[config.mk]
export PLATFORM = sky130hd
export DESIGN_NAME = sim_video_capture
export DESIGN_NICKNAME = d
export VERILOG_FILES = /design/src/rtl/sim_video_pkg.sv /design/src/rtl/vid_edge_det.sv /design/src/rtl/sim_video_capture.sv
export SDC_FILE = /design/constraint.sdc
export NUM_CORES = 1
export LEC_CHECK = 0
export BUFFER_PORTS_ARGS = -buffer_cell sky130_fd_sc_hd__buf_4
export CAP_MARGIN = 15
export CORE_MARGIN = 2
export CORE_UTILIZATION = 33
export DETAILED_ROUTE_END_ITERATION = 6
export GPL_TIMING_DRIVEN = 0
export PLACE_DENSITY = 0.58
export SLEW_MARGIN = 5
export SYNTH_ARGS = -nofsm -noshare
export SYNTH_HDL_FRONTEND = slang
export SYNTH_SLANG_ARGS = --single-unit
[constraint.sdc]
create_clock -name i_clk_sys -period 5.51 [get_ports i_clk_sys]
set_input_delay 0.551 -clock i_clk_sys [delete_from_list [all_inputs] [get_ports i_clk_sys]]
set_output_delay 0.551 -clock i_clk_sys [all_outputs]
set_load 0.01 [all_outputs]
[src/rtl/sim_video_pkg.sv]
// Shared types and pixel packing for the simulation video capture tap.
package sim_video_pkg;

  localparam int FMT_RGB888   = 0;
  localparam int FMT_RGB565   = 1;
  localparam int FMT_ABGR8888 = 2;

  typedef enum logic {
    ST_SYNC   = 1'b0,
    ST_ACTIVE = 1'b1
  } cap_state_t;

  typedef struct packed {
    logic [7:0] r;
    logic [7:0] g;
    logic [7:0] b;
  } rgb8_t;

  // Unused upper bits of the 32-bit framebuffer word stay zero (alpha excepted).
  function automatic logic [31:0] pack_pixel(input int fmt, input rgb8_t px);
    logic [31:0] v;
    case (fmt)
      FMT_RGB565:   v = {16'h0000, px.r[7:3], px.g[7:2], px.b[7:3]};
      FMT_ABGR8888: v = {8'hFF, px.b, px.g, px.r};
      default:      v = {8'h00, px.r, px.g, px.b};
    endcase
    return v;
  endfunction

endpackage

[src/rtl/vid_edge_det.sv]
// Rise/fall detector whose history only advances on pixel-enable cycles.
module vid_edge_det (
  input  logic i_clk,
  input  logic i_reset,
  input  logic i_ce,
  input  logic i_d,
  output logic o_rise,
  output logic o_fall
);

  logic r_prev;

  always_ff @(posedge i_clk) begin
    if (i_reset) begin
      r_prev <= 1'b0;
    end else if (i_ce) begin
      r_prev <= i_d;
    end
  end

  assign o_rise = i_ce & i_d & ~r_prev;
  assign o_fall = i_ce & ~i_d & r_prev;

endmodule

[src/rtl/sim_video_capture.sv]
// Video tap: writes active pixels to a framebuffer port one clk after sampling and
// measures active width/height per frame; never stalls, the core video is never backpressured.
module sim_video_capture
  import sim_video_pkg::*;
#(
  parameter int COLOR_W    = 8,
  parameter int PIX_FMT    = 0,
  parameter int MAX_W      = 1024,
  parameter int MAX_H      = 768,
  parameter int FRAME_SKIP = 0,
  parameter int ADDR_W     = 20
) (
  input  logic               i_clk_sys,
  input  logic               i_reset,
  input  logic               i_ce_pix,
  input  logic [COLOR_W-1:0] i_r,
  input  logic [COLOR_W-1:0] i_g,
  input  logic [COLOR_W-1:0] i_b,
  input  logic               i_hs,
  input  logic               i_vs,
  input  logic               i_hb,
  input  logic               i_vb,
  output logic               o_fb_we,
  output logic [ADDR_W-1:0]  o_fb_addr,
  output logic [31:0]        o_fb_data,
  output logic               o_frame_done,
  output logic [15:0]        o_frame_count,
  output logic [15:0]        o_active_w,
  output logic [15:0]        o_active_h,
  output logic               o_clipped,
  output logic               o_hs,
  output logic               o_vs,
  output logic               o_hb,
  output logic               o_vb
);

  localparam logic [15:0] MAX_W16 = 16'(MAX_W);
  localparam logic [15:0] MAX_H16 = 16'(MAX_H);
  localparam int SKIP_W = $clog2(FRAME_SKIP + 2);
  localparam logic [SKIP_W-1:0] SKIP_LAST = SKIP_W'(FRAME_SKIP);

  cap_state_t        r_state;
  logic [15:0]       r_x;
  logic [15:0]       r_y;
  logic [15:0]       r_line_w;
  logic [ADDR_W-1:0] r_line_base;
  logic [SKIP_W-1:0] r_skip;

  rgb8_t       w_rgb;
  logic [15:0] w_line_w_max;
  logic        w_hb_rise;
  logic        w_vb_rise;
  logic        w_vb_fall;
  logic        w_unused_hb_fall;

  if (COLOR_W >= 8) begin : g_trunc
    assign w_rgb = {i_r[7:0], i_g[7:0], i_b[7:0]};
  end else begin : g_zext
    assign w_rgb = {{(8-COLOR_W){1'b0}}, i_r, {(8-COLOR_W){1'b0}}, i_g, {(8-COLOR_W){1'b0}}, i_b};
  end

  vid_edge_det u_hb_edge (
    .i_clk   (i_clk_sys),
    .i_reset (i_reset),
    .i_ce    (i_ce_pix),
    .i_d     (i_hb),
    .o_rise  (w_hb_rise),
    .o_fall  (w_unused_hb_fall)
  );

  vid_edge_det u_vb_edge (
    .i_clk   (i_clk_sys),
    .i_reset (i_reset),
    .i_ce    (i_ce_pix),
    .i_d     (i_vb),
    .o_rise  (w_vb_rise),
    .o_fall  (w_vb_fall)
  );

  assign w_line_w_max = (r_x > r_line_w) ? r_x : r_line_w;

  always_ff @(posedge i_clk_sys) begin
    if (i_reset) begin
      r_state       <= ST_SYNC;
      r_x           <= '0;
      r_y           <= '0;
      r_line_w      <= '0;
      r_line_base   <= '0;
      r_skip        <= '0;
      o_fb_we       <= 1'b0;
      o_fb_addr     <= '0;
      o_fb_data     <= '0;
      o_frame_done  <= 1'b0;
      o_frame_count <= '0;
      o_active_w    <= '0;
      o_active_h    <= '0;
      o_clipped     <= 1'b0;
      o_hs          <= 1'b0;
      o_vs          <= 1'b0;
      o_hb          <= 1'b0;
      o_vb          <= 1'b0;
    end else begin
      o_fb_we      <= 1'b0;
      o_frame_done <= 1'b0;
      if (i_ce_pix) begin
        o_hs <= i_hs;
        o_vs <= i_vs;
        o_hb <= i_hb;
        o_vb <= i_vb;
        if (r_state == ST_SYNC) begin
          if (w_vb_fall) begin
            r_state <= ST_ACTIVE;
          end
        end else if (w_vb_rise) begin
          // Frame end wins over a coincident hb edge; the open line is folded in here.
          o_active_w    <= w_line_w_max;
          o_active_h    <= r_y + 16'(r_x != 16'd0);
          o_frame_done  <= 1'b1;
          o_frame_count <= o_frame_count + 16'd1;
          r_x           <= '0;
          r_y           <= '0;
          r_line_w      <= '0;
          r_line_base   <= '0;
          r_skip        <= (r_skip == SKIP_LAST) ? '0 : r_skip + 1'b1;
        end else if (w_hb_rise) begin
          if (r_x != 16'd0) begin
            r_y         <= r_y + 16'd1;
            r_line_base <= r_line_base + ADDR_W'(MAX_W);
          end
          r_line_w <= w_line_w_max;
          r_x      <= '0;
        end else if (!i_hb && !i_vb) begin
          r_x <= r_x + 16'd1;
          if (r_x < MAX_W16 && r_y < MAX_H16) begin
            o_fb_we   <= (r_skip == '0);
            o_fb_addr <= r_line_base + ADDR_W'(r_x);
            o_fb_data <= pack_pixel(PIX_FMT, w_rgb);
          end else begin
            o_clipped <= 1'b1;
          end
        end
      end
    end
  end

endmodule

Word level (Yosys, flattened, before mapping)
Cells that the tools add are included.
{"block": "classes", "magnitude_cmp": 3, "addsub": 7, "muxes": 16, "n_bitwise": 16, "reduce_logical": 16}
{"cell": "$mux W16", "count": 9}
{"cell": "$mux W20", "count": 3}
{"cell": "$add A16 B1 Y16 const B", "count": 3}
{"cell": "$add A20 B11 Y20 const B", "count": 1}
{"cell": "$add A20 B16 Y20", "count": 1}
{"cell": "$add A16 B1 Y16", "count": 1}
{"cell": "$gt A16 B16 Y1", "count": 1}
{"cell": "$lt A16 B10 Y1 const B", "count": 1}
{"cell": "$lt A16 B11 Y1 const B", "count": 1}
{"cell": "$reduce_bool A16 Y1", "count": 1}
{"cell": "$reduce_and A6 Y1", "count": 2}
{"cell": "$not A1 Y1", "count": 10}
{"cell": "$reduce_and A3 Y1", "count": 3}
{"cell": "$reduce_or A7 Y1", "count": 1}
{"cell": "$and A1 B1 Y1", "count": 6}
{"cell": "$mux W1", "count": 4}
{"cell": "$reduce_and A4 Y1", "count": 1}
{"cell": "$reduce_bool A2 Y1", "count": 2}
{"cell": "$reduce_bool A3 Y1", "count": 1}
{"cell": "$reduce_or A3 Y1", "count": 1}
{"cell": "$logic_and A1 B1 Y1", "count": 2}
{"cell": "$logic_not A1 Y1", "count": 2}
{"cell": "$add A1 B1 Y1 const B", "count": 1}
{"block": "totals", "reg_bits": 169, "elab_cells": 76}

Longest topological paths before layout
Gate-level depths: netlist (run 1).
{"block": "logic_depth", "depth_word": 5, "mapped_depth": 11}

Modules after synthesis
From an unflattened synthesis (run 1), not the netlist that was laid out.
{"block": "hier_totals", "hier_cells": 864, "hier_area_um2": 7449.6}
{"mod": "sim_video_capture", "cells_per_inst": 852, "n_inst": 1, "area_each_um2": 7344.5, "seq_area_each_um2": 3163.0}
{"mod": "vid_edge_det", "cells_per_inst": 6, "n_inst": 2, "area_each_um2": 52.6, "seq_area_each_um2": 20.0}

Worst setup path before layout (run 1)
OpenSTA, ideal clock, no wires.
{"block": "synth_timing", "path_kind": "register to register", "startpoint": "register r_x[0]", "endpoint": "register o_active_h[13]", "stages_incl_launch_ff": 12, "setup_ns": 0.086, "t_required_ns": 5.424, "path_slack_ns": 3.082, "arrival_time_ns": 2.343, "period_less_slack_ns": 2.428, "n_path_buf": 0, "path_cell_list": "dfxtp_1 -> inv_1 -> ha_1 -> nor4b_4 -> nand4_4 -> or2_1 -> ha_1 -> nand3_1 -> nor4_1 -> nand3_1 -> xor2_1 -> a211oi_1"}
{"block": "synth_via", "elab_chain_cells": 2}
{"item": "start: declaration", "line_no": "sim_video_capture.sv:43", "rtl": "logic [15:0] r_x;"}
{"item": "start signal: assignment", "line_no": "sim_video_capture.sv:133", "rtl": "r_x <= r_x + 16'd1;"}
{"item": "$reduce_bool A16 Y1", "line_no": "sim_video_capture.sv:117", "rtl": "o_active_h <= r_y + 16'(r_x != 16'd0);"}
{"item": "$add A16 B1 Y16", "line_no": "sim_video_capture.sv:117"}
{"item": "end signal: assignment", "line_no": "sim_video_capture.sv:117"}
{"item": "end: declaration", "line_no": "sim_video_capture.sv:29", "rtl": "output logic [15:0] o_active_h,"}
No other way between the ends.
A chain may end at the register's enable or synchronous reset.

Worst setup path in the final report (run 1)
{"block": "layout_timing", "startpoint": "register r_x[0]", "endpoint": "register o_active_h[15]"}
The elaborated chain is that of the path after synthesis.

==> results.md, run 1 <==
* Pre-CTS setup slack at ~2.5 ns
* Most used routing layer: met2
* CP required at roughly 5.9 ns
* Max_slew headroom at around two fifths
* Largest net degree at the start of global routing at 17
* Clk Latency, worst-skew pair at 0.43 ns
* GR Util met1 at 23.6%
* Crit end category: flop
* Clk_skew at ~0.014 ns
* DIE WIDTH at ~160 microns
* Setup TNS at 0 ns
* Clock Power Share at just under 50%
* Port bufs at between 100 and 150
* Final Hold Vio Count at 0
* Clock root cell: clkbuf_16
* # H-tree levels at 4
* TritonCTS clock tree: done
* Vias in the first global route at between 6000 and 7000
* Share of layout cells above drive strength 1 at a little over a fifth
* Pins over their slew limit at 0
* Flop pwr share at 46.9%
* Main synth FF type: dfxtp_1
* Status: finished, final reports clean
* VDD IR max at between 150 and 200 uV
* Internal power at between 1.5 and 2 mW
* Final setup viols at 0
* Total number of vias at 6607
* Crit-path max FO at 9
* GR Util met2 at ~28%
* Standard-cell rows at between 50 and 60
* CP arrival at roughly 3.4 ns
* Total power draw at about 2.5 mW
* DRC at 0
* First-pass GRT wire length at 33500 microns
* Slew @ Worst Pin at ~0.87 ns
* Average wire per standard cell at approximately 15 microns
* Final setup margin at around 2.4 ns
* GRT met3 Usage at 3.65%
* Cell variety after synth at 63
* TritonRoute pass-1 iters at 5
* Die Y at around 160 microns
* Pwr dens at 259 nW/um^2
* Path type of the worst setup path: flop to flop
* Avg Inst Size Synth at 8.58 sq um
* Hold Path Class: input port to flop
* Critical path launch point type: flop
* Seq/Total Area, Yosys at between 40% and 50%
* Initial antenna violation count at 0
* CTS resizes at 0
* Initial drt markers at 329
* Leak at between 3 and 4 nW
* Net Sw Frac at between 20% and 30%
* Die area at 24100 sq um
* FILL cells at ~2200
* Commonest cells after routing, fill and taps aside: 158 x dfxtp_1, 144 x buf_4, 113 x nor2_1
* Mapped cell area at 7540 sq um
* Synth-to-Final Area Change at 25.9%
* FFs w/ async S/R, synth at 0%
* Synthesized flop and latch total at 158
* Vias/cell at 4.96
* Io pins at around 140
* Starting density of the core at about a third
* Minimum clock period after layout at 3.10 ns
* Fmax at between 0.3 and 0.4 GHz
* Post-synth EDFFs at 0
* Routability cong. at 0.813
* ANT nets after route at 0
* Clock transition at path regs at 0.07 ns
* Mapped Cells at about 900
* Total congestion overflow at 0
* Routed WL at slightly above 20000 microns
* # diodes at 0
* P_sw at roughly 570 uW
* Core Region at ~23000 sq um
* Net count, final at ~1100
* Synth warn at 0
* Tot GR Track Use at between 10% and 20%
* Max Cap Viol at 0
* Cts bufs inserted at 17
* Clock Path Buffers at 2
* # clock sinks at around 160
* Setup Buffers After CTS at 0
* Most common cell after layout, fill and taps aside: dfxtp_1
* Period utilisation layout at a little under three fifths
* Combinational Power Share at under 10%
* DP HPWL at approximately 15000 microns
* CTS Hold Bufs at 0
* RSZ-0062 raised after global routing: false
## metrics by stage
stage          instance area (sq um)  utilization, %  instances  hold WS [ns]
6_report                        9500            42.2       1332         0.363
3_5_place_dp                    8890            39.5       1300         0.447
3_3_place_gp                    8890            39.5       1300         0.441
5_1_grt                         9500            42.2       1332         0.347
2_1_floorplan                   7570               -        887         0.443
4_1_cts                         9500            42.2       1332         0.349
## state kept, by name (all words and copies together) (netlist names), 10 cells and up
name,cells
r_line_w,16
o_fb_data,24
r_y,16
o_active_w,16
o_fb_addr,20
o_frame_count,16
o_active_h,16
r_x,16
r_line_base,10
## synth_stat cells, types with 3 or more instances
| cell type | n | area share, % |
|---|---|---|
| a211oi_1 | 18 | 1.8 |
| a21oi_1 | 60 | 4.0 |
| a22o_1 | 10 | 1.2 |
| a22o_2 | 6 | 0.80 |
| a311oi_1 | 23 | 2.7 |
| and2_1 | 5 | 0.41 |
| and4_1 | 4 | 0.46 |
| buf_2 | 15 | 1.0 |
| buf_4 | 16 | 1.6 |
| buf_6 | 5 | 0.75 |
| clkbuf_1 | 24 | 1.2 |
| clkbuf_2 | 3 | 0.20 |
| dfxtp_1 | 158 | 42 |
| ha_1 | 30 | 5.0 |
| inv_1 | 24 | 1.2 |
| mux2i_1 | 6 | 0.80 |
| nand2_1 | 109 | 5.4 |
| nand3_1 | 42 | 2.8 |
| nand4_1 | 20 | 1.7 |
| nor2_1 | 113 | 5.6 |
| nor2b_1 | 3 | 0.25 |
| nor3_1 | 15 | 1.0 |
| nor4_1 | 6 | 0.50 |
| o211ai_1 | 3 | 0.30 |
| o21ai_0 | 37 | 2.5 |
| or2_1 | 3 | 0.25 |
| or2_2 | 4 | 0.33 |
| or3_1 | 15 | 1.2 |
| xnor2_1 | 27 | 3.1 |
| xor2_1 | 32 | 3.7 |
## area by class of cell
type | count | area (sq um) | area share (%)
Multi-Input combinational cell | 640 | 3950 | 41.6
Sequential cell | 158 | 3160 | 33.3
Clock buffer | 20 | 457 | 4.81
Tap cell | 285 | 357 | 3.76
Clock inverter | 12 | 150 | 1.58
Timing Repair Buffer | 128 | 961 | 10.1
Inverter | 24 | 90.1 | 0.949
Buffer | 65 | 364 | 3.83
## worst max-delay path, cell delays in order, from the launching register on
cell and delay, ns:
dfxtp_1 0.59, inv_1 0.16, ha_1 0.23, nor4b_4 0.14
nand4_4 0.18, or2_1 0.15, ha_1 0.18, nand3_1 0.17
nor4_1 0.61, nand3_1 0.17, xor2_1 0.18, a211oi_1 0.24
## power groups by stage
stage	logic [mW]	clock network, mW	registers, mW
finish	0.0877	1.22	1.15
global route	0.0959	1.30	1.15
CTS	0.0885	1.25	1.15
detailed placement	0.0882	0	1.18
global placement	0.0884	0	1.18
floorplan	0.0438	0	1.18
## routing by layer
layer | part of all wire, % | routed length (microns)
met1 | 49 | 9960
met2 | 46 | 9440
met3 | 4.6 | 949
met4 | 0.87 | 179
met5 | 0 | 0
## logic make-up (layout without fill, tap and decap cells)
group                      count (synthesis)  count (layout)  synth area share, %
muxes                                      6               6                0.796
DFF                                      158             158                 41.9
xor gates and xnor gates                  59              59                 6.85
adders and majority gates                 30              30                 4.98
AOI/OAI and AO/OA                        177             177                 16.4
buffers and inverters                     89             249                 6.02
and+or+nand+nor                          359             359                 23.0
other                                      1               9               0.0497
## final timing paths
check                                    from  depth (start not counted)  slack, ns        endpoint
worst max register to register         r_x[0]                         11       2.41  o_active_h[15]
worst min-delay path                     i_vs                          3       0.36            o_vs
worst max-delay path                   r_x[0]                         11       2.41  o_active_h[15]
worst min register to register  o_fb_addr[15]                          2       0.45   o_fb_addr[15]
No activity file was read; power rests on OpenSTA's default activity.
==> inputs of run 2 (changes only) <==
--- a/config.mk
+++ b/config.mk
@@ -5,6 +5,7 @@
 export SDC_FILE = /design/constraint.sdc
 export NUM_CORES = 1
 export LEC_CHECK = 0
+export ABC_AREA = 1
 export BUFFER_PORTS_ARGS = -buffer_cell sky130_fd_sc_hd__buf_4
 export CAP_MARGIN = 15
 export CORE_MARGIN = 2
==> constraint.sdc (replaced) <==
create_clock -name i_clk_sys -period 3.2 [get_ports i_clk_sys]
set_input_delay 0.32 -clock i_clk_sys [delete_from_list [all_inputs] [get_ports i_clk_sys]]
set_output_delay 0.32 -clock i_clk_sys [all_outputs]
set_load 0.01 [all_outputs]
==> run 2 against run 1 <==
  * Global-route usage rose by 0.48 points
  * Register-to-register slack worse by 1.9 ns
  * Sequential share of layout area down 1.5 points
  * Fmax rose by 16%
  * Die area is 5.5% higher
  * Sequential cell count is the same
  * Clock-buffer cell count unchanged
  * Combinational power grew 150%
  * Largest cell class unchanged
  * Routed wire length is 12% higher
  * Synthesized cell count rose by 29%
  * Final area increased by 4.6%
  * Hold slack got worse by 0.26 ns
==> results.md, run 2 <==
* Tot GR Track Use at 17.9% (+0.48 points)
* Clock transition at path regs at 0.07 ns (about the same)
* Standard-cell rows at 56 (+1.8%)
* Final Hold Vio Count at 0 (unchanged)
* Footprint of the multi-input gates at 4160 sq um (+5.3%)
* Pins over their slew limit at 0 (unchanged)
* Final setup viols at 0 (unchanged)
* Post-synth EDFFs at 0 (unchanged)
* DP HPWL at 17600 microns (+14%)
* Largest regs: o_fb_data (24), o_fb_addr (20)
* VDD IR max at 228 uV (+20%)
* Max Cap Viol at 0 (unchanged)
* CTS resizes at 0 (unchanged)
* WHS at 0.106 ns (-0.257 ns)
* First-pass GRT wire length at 36900 microns (+10%)
* # H-tree levels at 4 (unchanged)
* Vias/cell at 4.73 (-4.6%)
* Initial drt markers at 534 (+62%)
* Io pins at 138 (unchanged)
* Crit-path max FO at 8 (-1)
* DRC at 0 (unchanged)
* Total number of vias at 7659 (+16%)
* Most common cell after layout, fill and taps aside: nand2_1
* Largest net degree at the start of global routing at 17 (unchanged)
* Die area at 25400 sq um (+5.5%)
* Die Y at 159 microns (+2.7%)
* CP top delay family: simple AND/OR/NAND/NOR gates
* Slew @ Worst Pin at 0.730 ns (-0.141 ns)
* Final setup margin at 0.522 ns (-1.89 ns)
* Core Region at 23600 sq um (+4.9%)
* Biggest area consumer among synthesized cells: dfxtp_1
* FFs w/ async S/R, synth at 0% (unchanged)
* Cts bufs inserted at 17 (unchanged)
* Max reg flops at 24 (unchanged)
* Mapped cell area at 7970 sq um (+5.6%)
* Clk_skew at 0.00989 ns (-0.00404 ns)
* Slowest CP cell: dfxtp_1
* CP arrival at 2.99 ns (-0.45 ns)
* Status: finished, final reports clean
* Commonest cells after routing, fill and taps aside: 275 x nand2_1, 158 x dfxtp_1, 148 x nor2_1
* WP buf/inv at 2 (+1)
* Clk Latency, worst-skew pair at 0.43 ns (about the same)
* Main synth FF type: dfxtp_1
* DP Cell Count at 1586 (+22%)
* Vias in the first global route at 7121 (+12%)
* Net count, final at 1347 (+23%)
* Clock root cell: clkbuf_16
* Fin cells at 1618 (+21%)
* Most frequent cell after synthesis: nand2_1
* Fmax at 0.373 GHz (+16%)
* Seq/Total Area, Yosys at 39.7% (-2.2 points)
* Critical path launch point type: flop
* Max_slew headroom at 51.3% (+9.9 points)
* Biggest register: o_fb_data
* Hold Path Class: input port to flop
* Cell variety after synth at 46 (-27%)
* # clock sinks at 158 (unchanged)
* Top post-synthesis cells by area: dfxtp_1 40%, nand2_1 13%, nor2_1 7.0%
* Initial antenna violation count at 0 (unchanged)
* Starting density of the core at 33.7% (+0.23 points)
* Synth warn at 0 (unchanged)
* Share of layout cells above drive strength 1 at 17.3% (-4.6 points)
* Setup Buffers After CTS at 0 (unchanged)
* Port bufs at 129 (+0.78%)
* Area share of the largest cell type after synthesis at 39.7% (-2.2 points)
* Mapped Cells at 1130 (+29%)
* Final Util at 42.1% (-0.13 points)
* Max stage delay on crit path at 0.34 ns (-0.27 ns)
* # diodes at 0 (unchanged)
* Synth-to-Final Area Change at 24.7%
* Avg Inst Size Synth at 7.05 sq um (-18%)
* DIE WIDTH at 159 microns (+2.7%)
* Most frequent cells after synthesis: 275 x nand2_1, 158 x dfxtp_1, 148 x nor2_1
* Register area at 3160 sq um (unchanged)
* Setup TNS at 0 ns (unchanged)
* Clock Path Buffers at 2 (unchanged)
* TritonRoute pass-1 iters at 6 (+1)
* Total congestion overflow at 0 (unchanged)
* Average wire per standard cell at 14.1 microns (-8.2%)
* Synthesized flop and latch total at 158 (unchanged)
* Routed WL at 22900 microns (+12%)
* Crit end category: flop
* Period utilisation layout at 83.7% (+27 points)
* RSZ-0062 raised after global routing: false
* Pre-CTS setup slack at 0.546 ns (-1.90 ns)
* Pwr dens at 420 nW/um^2 (+62%)
* TritonCTS clock tree: done
* ANT nets after route at 0 (unchanged)
* Path type of the worst setup path: flop to flop
* Cell breakdown of the critical path: inv_1, ha_1, nand3_1, nor3_2, nand2_1, ha_1, ha_1, nand2_1, nor3_2, nand2_1, a21oi_1, a21boi_0, inv_1
* Routability cong. at 0.897 (+10%)
* CP required at 3.52 ns (-2.33 ns)
* FILL cells at 2492 (+11%)
* CTS Hold Bufs at 0 (unchanged)
* Minimum clock period after layout at 2.68 ns (-0.421 ns)
* Leak at 4.50 nW (+26%)
run 2: cell count changes after synthesis, sizes merged, moves of 16 or more:
cell    previous run  this run
a211oi            18         2
a21oi             61        87
a311oi            23         0
inv               24       108
nand2            109       283
nand3             42        99
nor2             113       154
o21ai             38        71
or3               17         0
xnor2             27         8
run 2: report_power, final:
part | internal (mW) | switching, mW | total, mW
Combinational | 0.0758 | 0.139 | 0.215
Clock | 1.12 | 0.853 | 1.97
Sequential | 1.98 | 0.00657 | 1.98
Total | 3.17 | 0.999 | 4.17
run 2: worst reg2reg max path: cells and delay by family, from the launching register on:
| family | cells | cell delay, ns |
|---|---|---|
| adders and majority gates | 3 | 0.75 |
| DFF | 1 | 0.34 |
| buffers and inverters | 2 | 0.22 |
| AOI/OAI and AO/OA | 2 | 0.22 |
| and+or+nand+nor | 6 | 1.02 |
run 2: metrics by stage:
step,power [mW],cell area [sq um]
after global placement,2.24,9360
after detailed placement,2.24,9360
after global routing,4.31,9930
after CTS,4.22,9930
after floorplan,2.15,8000
final,4.17,9930
run 2: kinds of logic (layout without fill, tap and decap cells):
| family | count (synthesis) | in the layout | synth area share [%] |
|---|---|---|---|
| fa+ha+maj | 30 | 30 | 4.71 |
| other cells | 1 | 9 | 0.0471 |
| buf+inv | 154 | 315 | 8.40 |
| simple gates | 581 | 581 | 32.1 |
| compound gates | 178 | 178 | 11.9 |
| xor+xnor | 28 | 28 | 3.08 |
| flops | 158 | 158 | 39.7 |
run 2: routing by layer:
layer / part of all wire [%] / routed length (microns) / global-route usage [%]
met1: 47 / 10700 / 22.9
met5: 0 / 0 / 0
met4: 1.5 / 350 / 5.29
met2: 48 / 10900 / 31.0
met3: 3.7 / 853 / 3.05
run 2: layout make-up:
| class | count | share of cell area [%] |
|---|---|---|
| buffer | 45 | 2.60 |
| clock buffer | 20 | 4.60 |
| clock inverter | 12 | 1.12 |
| inverter | 109 | 4.14 |
| multi-input combinational | 826 | 41.9 |
| sequential | 158 | 31.8 |
| tap | 319 | 4.02 |
| timing repair buffer | 129 | 9.75 |
run 2: final timing paths:
check	from	end	slack (ns)	cells past startpoint
worst max-delay path	r_x[0]	o_active_h[14]	0.52	13
worst min-delay path	i_b[5]	o_fb_data[5]	0.11	3
worst max register to register	r_x[0]	o_active_h[14]	0.52	13
worst min register to register	o_fb_addr[2]	o_fb_addr[2]	0.45	2
==> inputs of run 3 (changes only) <==
--- a/config.mk
+++ b/config.mk
@@ -5,7 +5,7 @@
 export SDC_FILE = /design/constraint.sdc
 export NUM_CORES = 1
 export LEC_CHECK = 0
-export ABC_AREA = 1
+export ABC_AREA = 0
 export BUFFER_PORTS_ARGS = -buffer_cell sky130_fd_sc_hd__buf_4
 export CAP_MARGIN = 15
 export CORE_MARGIN = 2
==> constraint.sdc (replaced) <==
create_clock -name i_clk_sys -period 2.6 [get_ports i_clk_sys]
set_input_delay 0.26 -clock i_clk_sys [delete_from_list [all_inputs] [get_ports i_clk_sys]]
set_output_delay 0.26 -clock i_clk_sys [all_outputs]
set_load 0.01 [all_outputs]
==> run 3 against run 2 <==
  * Via count decreased by 14%
  * Clock-buffer cell count did not move
  * Worst setup slack got worse by 0.37 ns
  * Final area down 3.1%
  * Routed wire length is 9.5% lower
  * Sequential share of layout area is 1.1 points higher
  * Register-to-register slack lost 0.37 ns
  * Fmax is 9.2% higher
  * First-iteration DRC count is 38% lower
  * Utilization up 0.72 points
  * Global-route usage is 0.45 points lower
  * Critical endpoint is now o_active_h[12]
  * Highest routed layer unchanged
==> results.md, run 3 (synthesis gave the netlist of run 1 again) <==
* Synth-to-Final Area Change at 27.7%
* Clock transition at path regs at 0.07 ns (about the same)
* Worst Hold Path EP: o_vs
* Minimum clock period after layout at 2.45 ns (-0.225 ns)
* Standard-cell rows at 55 (-1.8%)
* TritonRoute pass-1 iters at 5 (-1)
* DIE WIDTH at 155 microns (-2.6%)
* Core Region at 22500 sq um (-4.7%)
* Clk Latency, worst-skew pair at 0.43 ns (about the same)
* DP Cell Count at 1300 (-18%)
* Largest regs: o_fb_data (24), o_fb_addr (20)
* Routability cong. at 0.813 (-9.4%)
* CP arrival at 2.80 ns (-0.19 ns)
* Clk_skew at 0.0137 ns (+0.00379 ns)
* ANT nets after route at 0 (unchanged)
* First-pass GRT wire length at 33600 microns (-8.9%)
* Fmax at 0.408 GHz (+9.2%)
* Initial drt markers at 333 (-38%)
* TritonCTS clock tree: done
* Leak at 3.61 nW (-20%)
* Routed WL at 20700 microns (-9.5%)
* Total power draw at 5.21 mW (+25%)
* Final setup viols at 0 (unchanged)
* Starting density of the core at 33.5% (-0.23 points)
* CP required at 2.94 ns (-0.58 ns)
* Io pins at 138 (unchanged)
* Commonest cells after routing, fill and taps aside: 150 x buf_4, 150 x dfxtp_1, 111 x nor2_1
* Largest net degree at the start of global routing at 17 (unchanged)
* Share of layout cells above drive strength 1 at 24.1% (+6.8 points)
* Clock root cell: clkbuf_16
* Port bufs at 128 (-0.78%)
* Hold Path Class: input port to flop
* Reg2reg end: o_active_h[12]
* Vias in the first global route at 6390 (-10%)
* DRC at 0 (unchanged)
* Initial antenna violation count at 0 (unchanged)
* # diodes at 0 (unchanged)
* Max Cap Viol at 0 (unchanged)
* Period utilisation layout at 94.3% (+11 points)
* Biggest register: o_fb_data
* Die area at 24100 sq um (-5.2%)
* Pins over their slew limit at 0 (unchanged)
* DP HPWL at 15500 microns (-12%)
* Crit path from: r_x[0]
* Slowest CP cell: dfxtp_4
* Max stage delay on crit path at 0.43 ns (+0.09 ns)
* Pwr dens at 541 nW/um^2 (+29%)
* Max_slew headroom at 39.9% (-11 points)
* Cell breakdown of the critical path: inv_2, ha_1, nor4b_4, nand4_4, or2_1, ha_2, ha_4, nand4_1, or3_1, a311oi_2
* VDD IR max at 403 uV (+77%)
* FILL cells at 2225 (-11%)
* Final Hold Vio Count at 0 (unchanged)
* R2r setup slk at 0.15 ns (-0.37 ns)
* Hold depth at 3 (unchanged)
* Max reg flops at 24 (unchanged)
* Tot GR Track Use at 17.5% (-0.45 points)
* Clock Path Buffers at 2 (unchanged)
* Reg-to-reg startpoint: r_x[0]
* Fin cells at 1338 (-17%)
* CTS Hold Bufs at 0 (unchanged)
* Slew @ Worst Pin at 0.894 ns (+0.164 ns)
* Total number of vias at 6611 (-14%)
* Path type of the worst setup path: flop to flop
* Hold Startpoint: i_vs
* Status: finished, final reports clean
* Average wire per standard cell at 15.5 microns (+9.5%)
* Die Y at 155 microns (-2.6%)
* Total congestion overflow at 0 (unchanged)
* Crit-path max FO at 9 (+1)
* # H-tree levels at 4 (unchanged)
* # clock sinks at 158 (unchanged)
* Cts bufs inserted at 17 (unchanged)
* R2R cell count at 10 (-3)
* Net count, final at 1101 (-18%)
* Critical path launch point type: flop
* RSZ-0062 raised after global routing: false
* Crit end category: flop
* Vias/cell at 4.94 (+4.4%)
-- run 3: cell count changes in the layout (fill, tap and decap cells not counted), sizes merged, moves of 16 or more --
cell    previous run  this run
buf              156       172
a21oi             87        61
xnor2              8        27
nand2            283       109
inv              110        29
a211oi             2        18
o21ai             71        38
nand3             99        42
nor2             154       113
a311oi             0        23
or3                0        17
-- run 3: report_power, final --
group	leakage (nW)	internal [mW]	switching, mW
clock network	0.292	1.49	1.09
registers	1.28	2.43	0.00753
logic	2.04	0.0800	0.110
total	3.61	4.00	1.21
-- run 3: layout make-up --
class | count | area, sq um | area share [%]
Buffer | 65 | 365 | 3.79
Clock buffer | 20 | 457 | 4.74
Clock inverter | 12 | 150 | 1.56
Inverter | 24 | 90.1 | 0.936
Multi-Input combinational cell | 640 | 4030 | 41.8
Sequential cell | 158 | 3180 | 33.0
Tap cell | 285 | 357 | 3.70
Timing Repair Buffer | 134 | 1010 | 10.4
-- run 3: worst max-delay path by stage --
| stage | end | slack (ns) | depth (start not counted) |
|---|---|---|---|
| floorplan | o_active_h[13] | 0.17 | 11 |
| global placement | o_active_h[15] | -0.49 | 11 |
| detailed placement | o_active_h[15] | -0.46 | 11 |
| CTS | o_active_h[8] | 0.002 | 11 |
| global route | o_active_h[12] | 0.005 | 10 |
| finish | o_active_h[12] | 0.15 | 10 |
-- run 3: per-layer routing --
| layer | up-vias | track usage [%] | wire length [microns] |
|---|---|---|---|
| li1 | 3375 | - | - |
| met5 | - | 0 | 0 |
| met3 | 12 | 3.57 | 962 |
| met1 | 3085 | 23.7 | 10000 |
| met4 | 0 | 4.50 | 172 |
| met2 | 139 | 28.5 | 9580 |
-- run 3: timing repair --
item / in CTS / in global routing
endpoints found under the setup margin: 23 / 45
buffers inserted: 3 / 3
gates resized for setup: 10 / 15
pin swaps: 4 / 2
-- run 3: through the flow --
stage                     setup slack (ns)  setup TNS (ns)  util, %  instance area [sq um]  hold slack (ns)
final                                0.147               0     42.8                   9630           0.0705
after global routing               0.00466               0     42.8                   9630           0.0557
after CTS                          0.00178               0     42.5                   9570           0.0585
after detailed placement            -0.459           -3.35     39.5                   8890            0.447
after global placement              -0.489           -3.40     39.5                   8890            0.441
after floorplan                      0.172               0        -                   7570            0.396
-- run 3: critical path: cells and delay by family (launching register included) --
family	cells	cell delay [ns]
and+or+nand+nor	5	1.00
adders and majority gates	3	0.60
DFF	1	0.43
AOI/OAI and AO/OA	1	0.27
buffers and inverters	1	0.07
